`src/rtl/fifo_arb_pkg.sv`:
```
// Shared types and default widths for the FIFO write-port arbiter.
package fifo_arb_pkg;

    typedef enum logic {
        ST_IDLE   = 1'b0,
        ST_LOCKED = 1'b1
    } arb_state_t;

    localparam int DEF_NUM_REQ = 4;
    localparam int DEF_DATA_W  = 8;
    localparam int DEF_CNT_W   = 16;

endpackage

```
`src/rtl/rr_pick.sv`:
```
// Combinational round-robin picker: first asserted request after last_owner, wrapping mod NUM_REQ.
module rr_pick #(
    parameter int NUM_REQ = 4,
    parameter int IDX_W   = $clog2(NUM_REQ)
) (
    input  logic [NUM_REQ-1:0] req,
    input  logic [IDX_W-1:0]   last_owner,
    output logic               found,
    output logic [IDX_W-1:0]   winner
);

    logic [IDX_W-1:0] cand;

    always_comb begin
        found  = 1'b0;
        winner = '0;
        cand   = '0;
        // k runs 1..NUM_REQ so last_owner itself is considered last
        for (int unsigned k = 1; k <= 32'(NUM_REQ); k++) begin
            cand = IDX_W'((32'(last_owner) + k) % 32'(NUM_REQ));
            if (!found && req[cand]) begin
                found  = 1'b1;
                winner = cand;
            end
        end
    end

endmodule

```
`src/rtl/fifo_write_arbiter.sv`:
```
// Packet-granular round-robin arbiter for the FIFO write port.
// Optional per-source beat counters when FIFO_ARB_STATS_EN is defined.
module fifo_write_arbiter
    import fifo_arb_pkg::*;
#(
    parameter int NUM_REQ = DEF_NUM_REQ,
    parameter int DATA_W  = DEF_DATA_W
`ifdef FIFO_ARB_STATS_EN
    ,
    parameter int CNT_W   = DEF_CNT_W
`endif
) (
    input  logic                        clk,
    input  logic                        reset_n,
    input  logic [NUM_REQ-1:0]          req,
    input  logic [NUM_REQ*DATA_W-1:0]   req_data,
    input  logic [NUM_REQ-1:0]          req_last,
    output logic [NUM_REQ-1:0]          gnt,
    output logic                        fifo_write_enb,
    output logic [DATA_W-1:0]           fifo_datain,
    input  logic                        fifo_full,
    output logic                        busy,
    output logic [$clog2(NUM_REQ)-1:0]  owner
`ifdef FIFO_ARB_STATS_EN
    ,
    input  logic                        stats_clr,
    output logic [NUM_REQ*CNT_W-1:0]    beat_count
`endif
);

    localparam int IDX_W = $clog2(NUM_REQ);

    arb_state_t       state, state_nxt;
    logic [IDX_W-1:0] owner_nxt;
    logic [IDX_W-1:0] last_owner, last_owner_nxt;
    logic             found;
    logic [IDX_W-1:0] winner;
    logic             accept;

    rr_pick #(
        .NUM_REQ (NUM_REQ),
        .IDX_W   (IDX_W)
    ) u_pick (
        .req        (req),
        .last_owner (last_owner),
        .found      (found),
        .winner     (winner)
    );

    always_ff @(posedge clk) begin
        if (!reset_n) begin
            state      <= ST_IDLE;
            owner      <= '0;
            last_owner <= IDX_W'(NUM_REQ - 1);
        end else begin
            state      <= state_nxt;
            owner      <= owner_nxt;
            last_owner <= last_owner_nxt;
        end
    end

    // reset_n gates accept so nothing is written while reset is held mid-packet
    assign accept = reset_n && (state == ST_LOCKED) && req[owner] && !fifo_full;

    always_comb begin
        state_nxt      = state;
        owner_nxt      = owner;
        last_owner_nxt = last_owner;
        unique case (state)
            ST_IDLE: begin
                if (found) begin
                    owner_nxt = winner;
                    state_nxt = ST_LOCKED;
                end
            end
            ST_LOCKED: begin
                if (accept && req_last[owner]) begin
                    last_owner_nxt = owner;
                    state_nxt      = ST_IDLE;
                end
            end
            default: state_nxt = ST_IDLE;
        endcase
    end

    assign fifo_write_enb = accept;
    assign fifo_datain    = req_data[owner*DATA_W +: DATA_W];
    assign gnt            = accept ? (NUM_REQ'(1) << owner) : '0;
    assign busy           = (state == ST_LOCKED);

`ifdef FIFO_ARB_STATS_EN
    logic [NUM_REQ-1:0][CNT_W-1:0] cnt;

    always_ff @(posedge clk) begin
        if (!reset_n) begin
            cnt <= '0;
        end else begin
            for (int unsigned i = 0; i < 32'(NUM_REQ); i++) begin
                if (stats_clr)
                    cnt[i] <= '0;
                else if (gnt[i] && (cnt[i] != '1))
                    cnt[i] <= cnt[i] + 1'b1;
            end
        end
    end

    assign beat_count = cnt;
`endif

endmodule

```
`config.mk`:
```
export PLATFORM = sky130hd
export DESIGN_NAME = fifo_write_arbiter
export DESIGN_NICKNAME = d
export VERILOG_FILES = /design/src/rtl/fifo_arb_pkg.sv /design/src/rtl/rr_pick.sv /design/src/rtl/fifo_write_arbiter.sv
export SDC_FILE = /design/constraint.sdc
export NUM_CORES = 1
export LEC_CHECK = 0
export BUFFER_PORTS_ARGS = -buffer_cell sky130_fd_sc_hd__buf_2
export CAP_MARGIN = 25
export CORE_UTILIZATION = 31
export DETAILED_ROUTE_END_ITERATION = 6
export PLACE_DENSITY = 0.71
export SLEW_MARGIN = 40
export SYNTH_ARGS = -nofsm -noshare
export SYNTH_HDL_FRONTEND = slang
export SYNTH_SLANG_ARGS = --single-unit
```
`constraint.sdc`:
```
create_clock -name clk -period 1.3 [get_ports clk]
set_input_delay 0.26 -clock clk [delete_from_list [all_inputs] [get_ports clk]]
set_output_delay 0.26 -clock clk [all_outputs]
set_load 0.05 [all_outputs]
```
# Yosys cells after proc, flatten, opt, wreduce, memory -nomap -nowiden
# Index checks and enable logic that the tools add are counted.
[word_totals] output_inout_bits=16 regBits=5
[classes] reduce_logical=13 n_shift=2 mux=24 magnitude_cmp=5 add_sub_neg=4 bitwise=1
[ops] op="32-bit by 6-bit variable part select with 8-bit output" count=1
[ops] op="2-bit by 3-bit < comparator with 1-bit output, second input constant" count=5
[ops] op="1-bit binary-select mux with 2-bit select" count=6
[ops] op="1-bit 2-to-1 mux" count=12
[ops] op="2-bit 2-to-1 mux" count=4
[ops] op="1-bit logical AND" count=7
[ops] op="2-bit by 1-bit adder with 2-bit output, second input constant" count=2
[ops] op="2-bit adder, second input constant" count=2
[ops] op="1-bit logical NOT" count=4
[ops] op="4-bit 2-to-1 mux" count=1
[ops] op="2-bit AND reduction" count=2
[ops] op="1-bit by 2-bit left shift with 4-bit output, first input constant" count=1
[ops] op="1-bit one-hot mux with 2 select lines" count=1
[ops] op="1-bit inverter" count=1

# Depth between registers and ports, before layout
# Gate-level depths: netlist of run 1.
[depth] depth_word=15 ltp_mapped=5

# Modules after synthesis
# From an unflattened synthesis of run 1, not the netlist that was laid out.
[unflattened] cells_unflattened=60 hier_area_um2=619.3
[modules_own_cells] module="fifo_write_arbiter" seq_area_each_um2=100.1 n_inst=1 area_each_um2=528.0 cells_each=46
[modules_own_cells] module="rr_pick" seq_area_each_um2=0.0 n_inst=1 area_each_um2=91.3 cells_each=14

# Worst setup path after synthesis of run 1
# Ideal clock, no wire load.
[synth_path] path_type="register to output" startpoint="register state (netlist: busy)" endpoint="output port gnt[0]" path_buffers=0 arrival_ps=2760 required_time_ps=1040 stages_incl_launch_ff=4 path_slack_ps=-1720 path_cell_list="dfxtp_1 > nor2b_1 > nand2_1 > nor4b_1"
[synth_between] elab_chain_len=4
[synth_rtl] element="from (decl)" line_no="fifo_write_arbiter.sv:33" source="arb_state_t state, state_nxt;"
[synth_rtl] element="from (signal assigned)" line_no="fifo_write_arbiter.sv:56" source="state <= state_nxt;"
[synth_rtl] element="1-bit logical AND (3 in series)" line_no="fifo_write_arbiter.sv:63" source="assign accept = reset_n && (state == ST_LOCKED) && req[owner] && !fifo_full;"
[synth_rtl] element="4-bit 2-to-1 mux" line_no="fifo_write_arbiter.sv:88" source="assign gnt = accept ? (NUM_REQ'(1) << owner) : '0;"
[synth_rtl] element="to (decl)" line_no="fifo_write_arbiter.sv:18" source="output logic [NUM_REQ-1:0] gnt,"
# Every way passes these cells.

# Worst setup path in the final report of run 1
[layout_path] startpoint="register owner[1]" endpoint="output port fifo_write_enb"
[layout_between] elab_chain_len=4
[layout_rtl] element="from (decl)" line_no="fifo_write_arbiter.sv:23" source="output logic [$clog2(NUM_REQ)-1:0] owner"
[layout_rtl] element="from (signal assigned)" line_no="fifo_write_arbiter.sv:57" source="owner <= owner_nxt;"
[layout_rtl] element="1-bit binary-select mux with 2-bit select" line_no="fifo_write_arbiter.sv:63"
[layout_rtl] element="1-bit 2-to-1 mux (implied by the code)" line_no="fifo_write_arbiter.sv:63"
[layout_rtl] element="1-bit logical AND (2 in series)" line_no="fifo_write_arbiter.sv:63"
[layout_rtl] element="to (decl)" line_no="fifo_write_arbiter.sv:19" source="output logic fifo_write_enb,"
# Every way passes these cells. The select of a mux whose other input is x is not followed.

==> results of run 1 <==
[cell usage after synthesis]
cell type and instances:
buf_2 2, dfxtp_1 5, nor4b_1 1, mux4_2 8, a21oi_1 2, o21ai_0 3
nand2b_1 3, nand3_1 2, mux4_1 2, buf_6 1, nor3_1 2, mux2i_1 3
nor4_1 1, nor2b_1 1, and3_1 2, o221a_2 1, buf_4 1, nand4_2 1
nor2_1 3, and2_1 1, inv_1 1, o221ai_1 1, o41ai_1 1, nand2_1 6
a21boi_0 1
[power groups by stage]
stage	clock (W)	sequential (W)	combinational [W]
floorplan	0	0.000198	0.000284
global placement	0	0.000184	0.000424
detailed placement	0	0.000184	0.000433
CTS	0.000193	0.000173	0.000533
global route	0.000218	0.000174	0.000585
finish	0.000203	0.000174	0.000560
[how the worst min path moves through the flow]
stage | cells after the start | slack [ns] | end | from
after floorplan | 2 | 0.48 | last_owner[0] | last_owner[0]
after global placement | 2 | 0.50 | last_owner[0] | last_owner[0]
after detailed placement | 2 | 0.51 | last_owner[0] | last_owner[0]
after CTS | 3 | 0.40 | last_owner[1] | reset_n
after global routing | 3 | 0.42 | last_owner[1] | reset_n
final | 3 | 0.41 | last_owner[1] | reset_n
[cell families (layout without fill, tap and decap cells)]
| kind of cell | Yosys count | after routing | share of synthesized area (%) |
|---|---|---|---|
| flops | 5 | 5 | 17.20 |
| compound gates | 9 | 9 | 10.54 |
| mux | 13 | 13 | 45.16 |
| simple gates | 23 | 23 | 21.51 |
| buf+inv | 5 | 82 | 5.591 |
[what timing repair did]
| item | in CTS | in global routing |
|---|---|---|
| pin swaps | 3 | 5 |
| hold buffers | 0 | 0 |
| gates resized for setup | 33 | 5 |
| setup endpoints to repair | 18 | 18 |
| setup buffers | 5 | 2 |
[worst max-delay path, cell delays in order (launching register included)]
cell	delay (ns)
dfxtp_4	0.35
mux4_2	0.52
and3_4	0.20
buf_8	0.14
[metal layers]
| layer | vias to the layer above | share of wire [%] | global-route usage (%) |
|---|---|---|---|
| met3 | 8 | 8.4 | 8.400 |
| met1 | 388 | 32 | 25.99 |
| li1 | 378 | - | - |
| met4 | 0 | 2.7 | 7.273 |
| met5 | - | 0 | 0 |
| met2 | 50 | 56 | 52.46 |
[per-stage QoR]
step | hold slack [ns] | cells | setup WS, ns
finish | 0.4070 | 157 | -0.4397
global placement | 0.5024 | 146 | -0.2045
CTS | 0.3957 | 155 | -0.4016
detailed placement | 0.5127 | 146 | -0.2430
floorplan | 0.4752 | 55 | -0.3529
global route | 0.4150 | 157 | -0.4577
[sequential cells by signal, summed over array words and instances (netlist names)]
name        flops
busy            1
owner           2
last_owner      2
[cell type report]
cell class	instances	area, um^2	share of cell area, %
Clock buffer	4	26.28	2.063
Timing Repair Buffer	77	558.0	43.81
Inverter	1	3.754	0.2947
Multi-Input combinational cell	45	543.0	42.63
Sequential cell	5	111.4	8.743
Tap cell	25	31.28	2.456
==> out/qor.yml, run 1 <==
sta:
  fin_crit_ns: 1.740
  report.final.slew_viol_count: 0
  fin_ws_ns: -0.4397
  hold_viol: 0
  max_freq_mhz: 574.8
  timing_worst_slew_pin_value_ns: 0.2676
  slew_headroom_pct: 82.28
  rsz0062_at_grt: "true"
  period_share_pct: 133.8
  finClkSkew_ns: 0.01663
  fin_tns_setup_ns: -5.802
  setup_violations: 17
critical_path:
  worstSetupPathType: "register to primary output"
  critPathLaunchType: "register"
  endpoint: "fifo_write_enb"
  end_kind: "primary output"
  arrival_ns: 1.48
  reg2reg_slack_ns: -0.28
  r2r_start: "owner[1]"
  r2r-end: "last_owner[0]"
  worstPathRequired_ns: 1.04
  startpoint: "owner[1]"
  worstRegToRegCells: 6
  worst-path-max-fanout: 2
place:
  place.gp.congestion: 0.7623
  place_area_um2: 1049
  hpwl_um: 1677
  numPortBuffers: 58
synthesis:
  synthTopCellsByArea: "mux4_2 31%, dfxtp_1 17%, mux4_1 9.0%, mux2i_1 5.2%, nand2_1 3.9%"
  yosysSeqAreaShare_pct: 17.20
  synth_top_cell_area_share_pct: 30.97
  ys_types: 25
  synthCells: 55
  synth_nets: 98
  ys_ff_latch: 5
  synth_top_area_cell: "mux4_2"
  yosysWarnings: 0
  synth_area_um2: 581.8
  synth_area_per_cell_um2: 10.58
finish:
  area_growth_pct: 118.9
  diodes: 0
  finish.utilization_pct: 72.97
  layout_commonest_cell: "buf_2"
  n_fill_cell: 114
  design_area_um2: 1274
  layout_common_cells: "43 x buf_2, 16 x buf_6, 15 x buf_4"
  final_nets: 176
  drive_gt1_share_pct: 77.27
power:
  finalPower_w: 0.0009363
  leakagePower_nw: 0.6014
  p_sw_share_pct: 41.70
  vdd_drop_max_mv: 0.6016
  p_seq_share_pct: 18.5
  internal_power_w: 0.0005459
  p_per_area_nw_per_um2: 735.1
  p_sw_w: 0.0003905
  pwr-share-clk_pct: 21.7
  p_comb_share_pct: 59.8
floorplanning:
  coreArea_um2: 1745
  initial_core_util_pct: 33.33
  row_count: 15
  die_h_um: 45.32
  dieArea_um2: 2054
  ios: 59
  die_x_um: 45.32
clock_network:
  clk_pin_slew_ns: 0.06
  cts_root_buf: "clkbuf_4"
  cts_tree: "done"
  cts_sinks: 5
  htreeDepth: 1
  cts_buffers: 3
  cts_buffer_depth: 2
  clk-insertion-delay-late_ns: 0.27
routing:
  drt_wl_total_um: 2702
  ant_nets: 0
  viasPerCell: 5.248
  drt_pass1_iterations: 4
  drt-initial-drc-count: 17
  num_vias: 824
  drc_errors: 0
  avgRoutedWirePerCell_um: 17.21
global_routing:
  grt_overflow: 0
  grt_max_degree: 16
  grtUsageTotal_pct: 26.61
  grt_first_pass_wirelength_um: 3684
  grt_pass1_vias: 780
  antenna_found_initial: 0
min_path:
  hold_class: "input pin to register"
status:
  status: "complete, but fails checks"
  violations: "setup timing"
flow_run:
  cap_violations: 0
(Power assumes the default switching activity.)
==> inputs of run 2 (changes only) <==
- CORE_UTILIZATION: 31 -> 33
- CTS_BUF_LIST: unset -> sky130_fd_sc_hd__clkbuf_8
- PLACE_DENSITY: 0.71 -> 0.75
==> out/qor.yml, run 2 (synthesis gave the netlist of run 1 again) <==
sta:
  period_share_pct: 130.4
  timing_worst_slew_pin_value_ns: 0.2670
  slew_headroom_pct: 81.97
  finClkSkew_ns: 0.00009563
  rsz0062_at_grt: "true"
  hold_viol: 0
  fin_ws_ns: -0.3956
  hold_ws_ns: 0.3351
  setup_violations: 16
  report.final.slew_viol_count: 0
  max_freq_mhz: 589.8
  fin_crit_ns: 1.696
global_routing:
  antenna_found_initial: 0
  grt_max_degree: 16
  grtUsageTotal_pct: 24.14
  grt_pass1_vias: 775
  grt_first_pass_wirelength_um: 3374
  grt_overflow: 0
clock_network:
  cts_root_buf: "clkbuf_8"
  cts_buffers: 3
  cts_tree: "done"
  cts_sinks: 5
  clk-insertion-delay-late_ns: 0.22
  cts_buffer_depth: 2
  htreeDepth: 1
  clk_pin_slew_ns: 0.03
  cts_hold_buf: 0
floorplanning:
  die_x_um: 43.99
  coreArea_um2: 1577
  initial_core_util_pct: 36.90
  ios: 59
  dieArea_um2: 1935
  row_count: 14
  die_h_um: 43.99
min_path:
  min_path_cells: 2
  hold_class: "input pin to register"
place:
  numPortBuffers: 58
  dpl_worst_slack_ns: -0.2242
  hpwl_um: 1570
  place.gp.congestion: 0.8733
routing:
  drt-initial-drc-count: 20
  drc_errors: 6
  avgRoutedWirePerCell_um: 15.67
  ant_nets: 0
  drt_wl_total_um: 2335
  num_vias: 822
  viasPerCell: 5.517
  drt_pass1_iterations: 7
status:
  violations: "DRC, setup timing"
  status: "complete, but fails checks"
finish:
  drive_gt1_share_pct: 79.70
  layout_common_cells: "43 x buf_2, 15 x buf_4, 14 x buf_6"
  area_growth_pct: 123.2
  layout_commonest_cell: "buf_2"
  final_nets: 177
  diodes: 0
critical_path:
  worstRegToRegCells: 6
  endpoint: "fifo_write_enb"
  r2r-end: "last_owner[0]"
  critPathLaunchType: "register"
  reg2reg_slack_ns: -0.34
  r2r_start: "owner[0]"
  end_kind: "primary output"
  worstSetupPathType: "register to primary output"
  startpoint: "owner[1]"
  worst-path-max-fanout: 2
  worstPathRequired_ns: 1.04
  arrival_ns: 1.44
power:
  p_per_area_nw_per_um2: 785.6
  leakagePower_nw: 0.6167
  vdd_drop_max_mv: 0.6351
flow_run:
  cap_violations: 0
-- run 2: changes by cell type in the layout (fill, tap and decap cells not counted), sizes merged --
cell,delta
buf,+1
clkbuf,-1
inv,+1
-- run 2: layer usage --
layer	routed length, um	global-route usage [%]
met1	837	24.42
met4	29	7.273
met5	0	0
met2	1227	46.57
met3	240	7.500
-- run 2: area by class of cell --
type	count	area, um^2
inverter	1	3.754
clock inverter	1	3.754
clock buffer	3	41.29
timing repair buffer	78	580.6
multi-input combinational	45	538.0
tap	16	20.02
sequential	5	111.4
fill	90	277.8
-- run 2: how the worst min path moves through the flow --
| stage | startpoint | end | slack [ns] |
|---|---|---|---|
| 3_5_place_dp | last_owner[0] | last_owner[0] | 0.53 |
| 2_1_floorplan | last_owner[0] | last_owner[0] | 0.48 |
| 3_3_place_gp | last_owner[0] | last_owner[0] | 0.53 |
| 4_1_cts | reset_n | owner[0] | 0.33 |
| 5_1_grt | reset_n | owner[0] | 0.34 |
| 6_report | reset_n | owner[0] | 0.34 |
-- run 2: critical path, stage by stage, from the launching register on --
cell and delay (ns):
dfxtp_4 0.36, mux4_2 0.53, and3_4 0.18, buf_8 0.14
-- run 2: stage by stage --
| step | utilization, % | cell area [um^2] | TNS, ns | cells | total power [W] |
|---|---|---|---|---|---|
| floorplan | - | 684.4 | -4.255 | 55 | 0.0004820 |
| global placement | 65.32 | 1030 | -2.309 | 136 | 0.0006034 |
| detailed placement | 65.32 | 1030 | -2.628 | 136 | 0.0006117 |
| CTS | 77.14 | 1216 | -5.266 | 146 | 0.0009746 |
| global route | 82.38 | 1299 | -5.678 | 149 | 0.001064 |
| finish | 82.38 | 1299 | -4.929 | 149 | 0.001020 |
-- run 2: what timing repair did --
action                     in CTS  in global routing
buffers inserted                6                  3
gates resized for setup        30                 20
pin swaps                       3                  5
setup endpoints to repair      17                 18
-- run 2: where the power goes --
part / total, W / switching (W) / internal (W)
clock: 0.000280 / 0.0000773 / 0.000202
sequential: 0.000175 / 0.0000128 / 0.000162
combinational: 0.000565 / 0.000290 / 0.000276
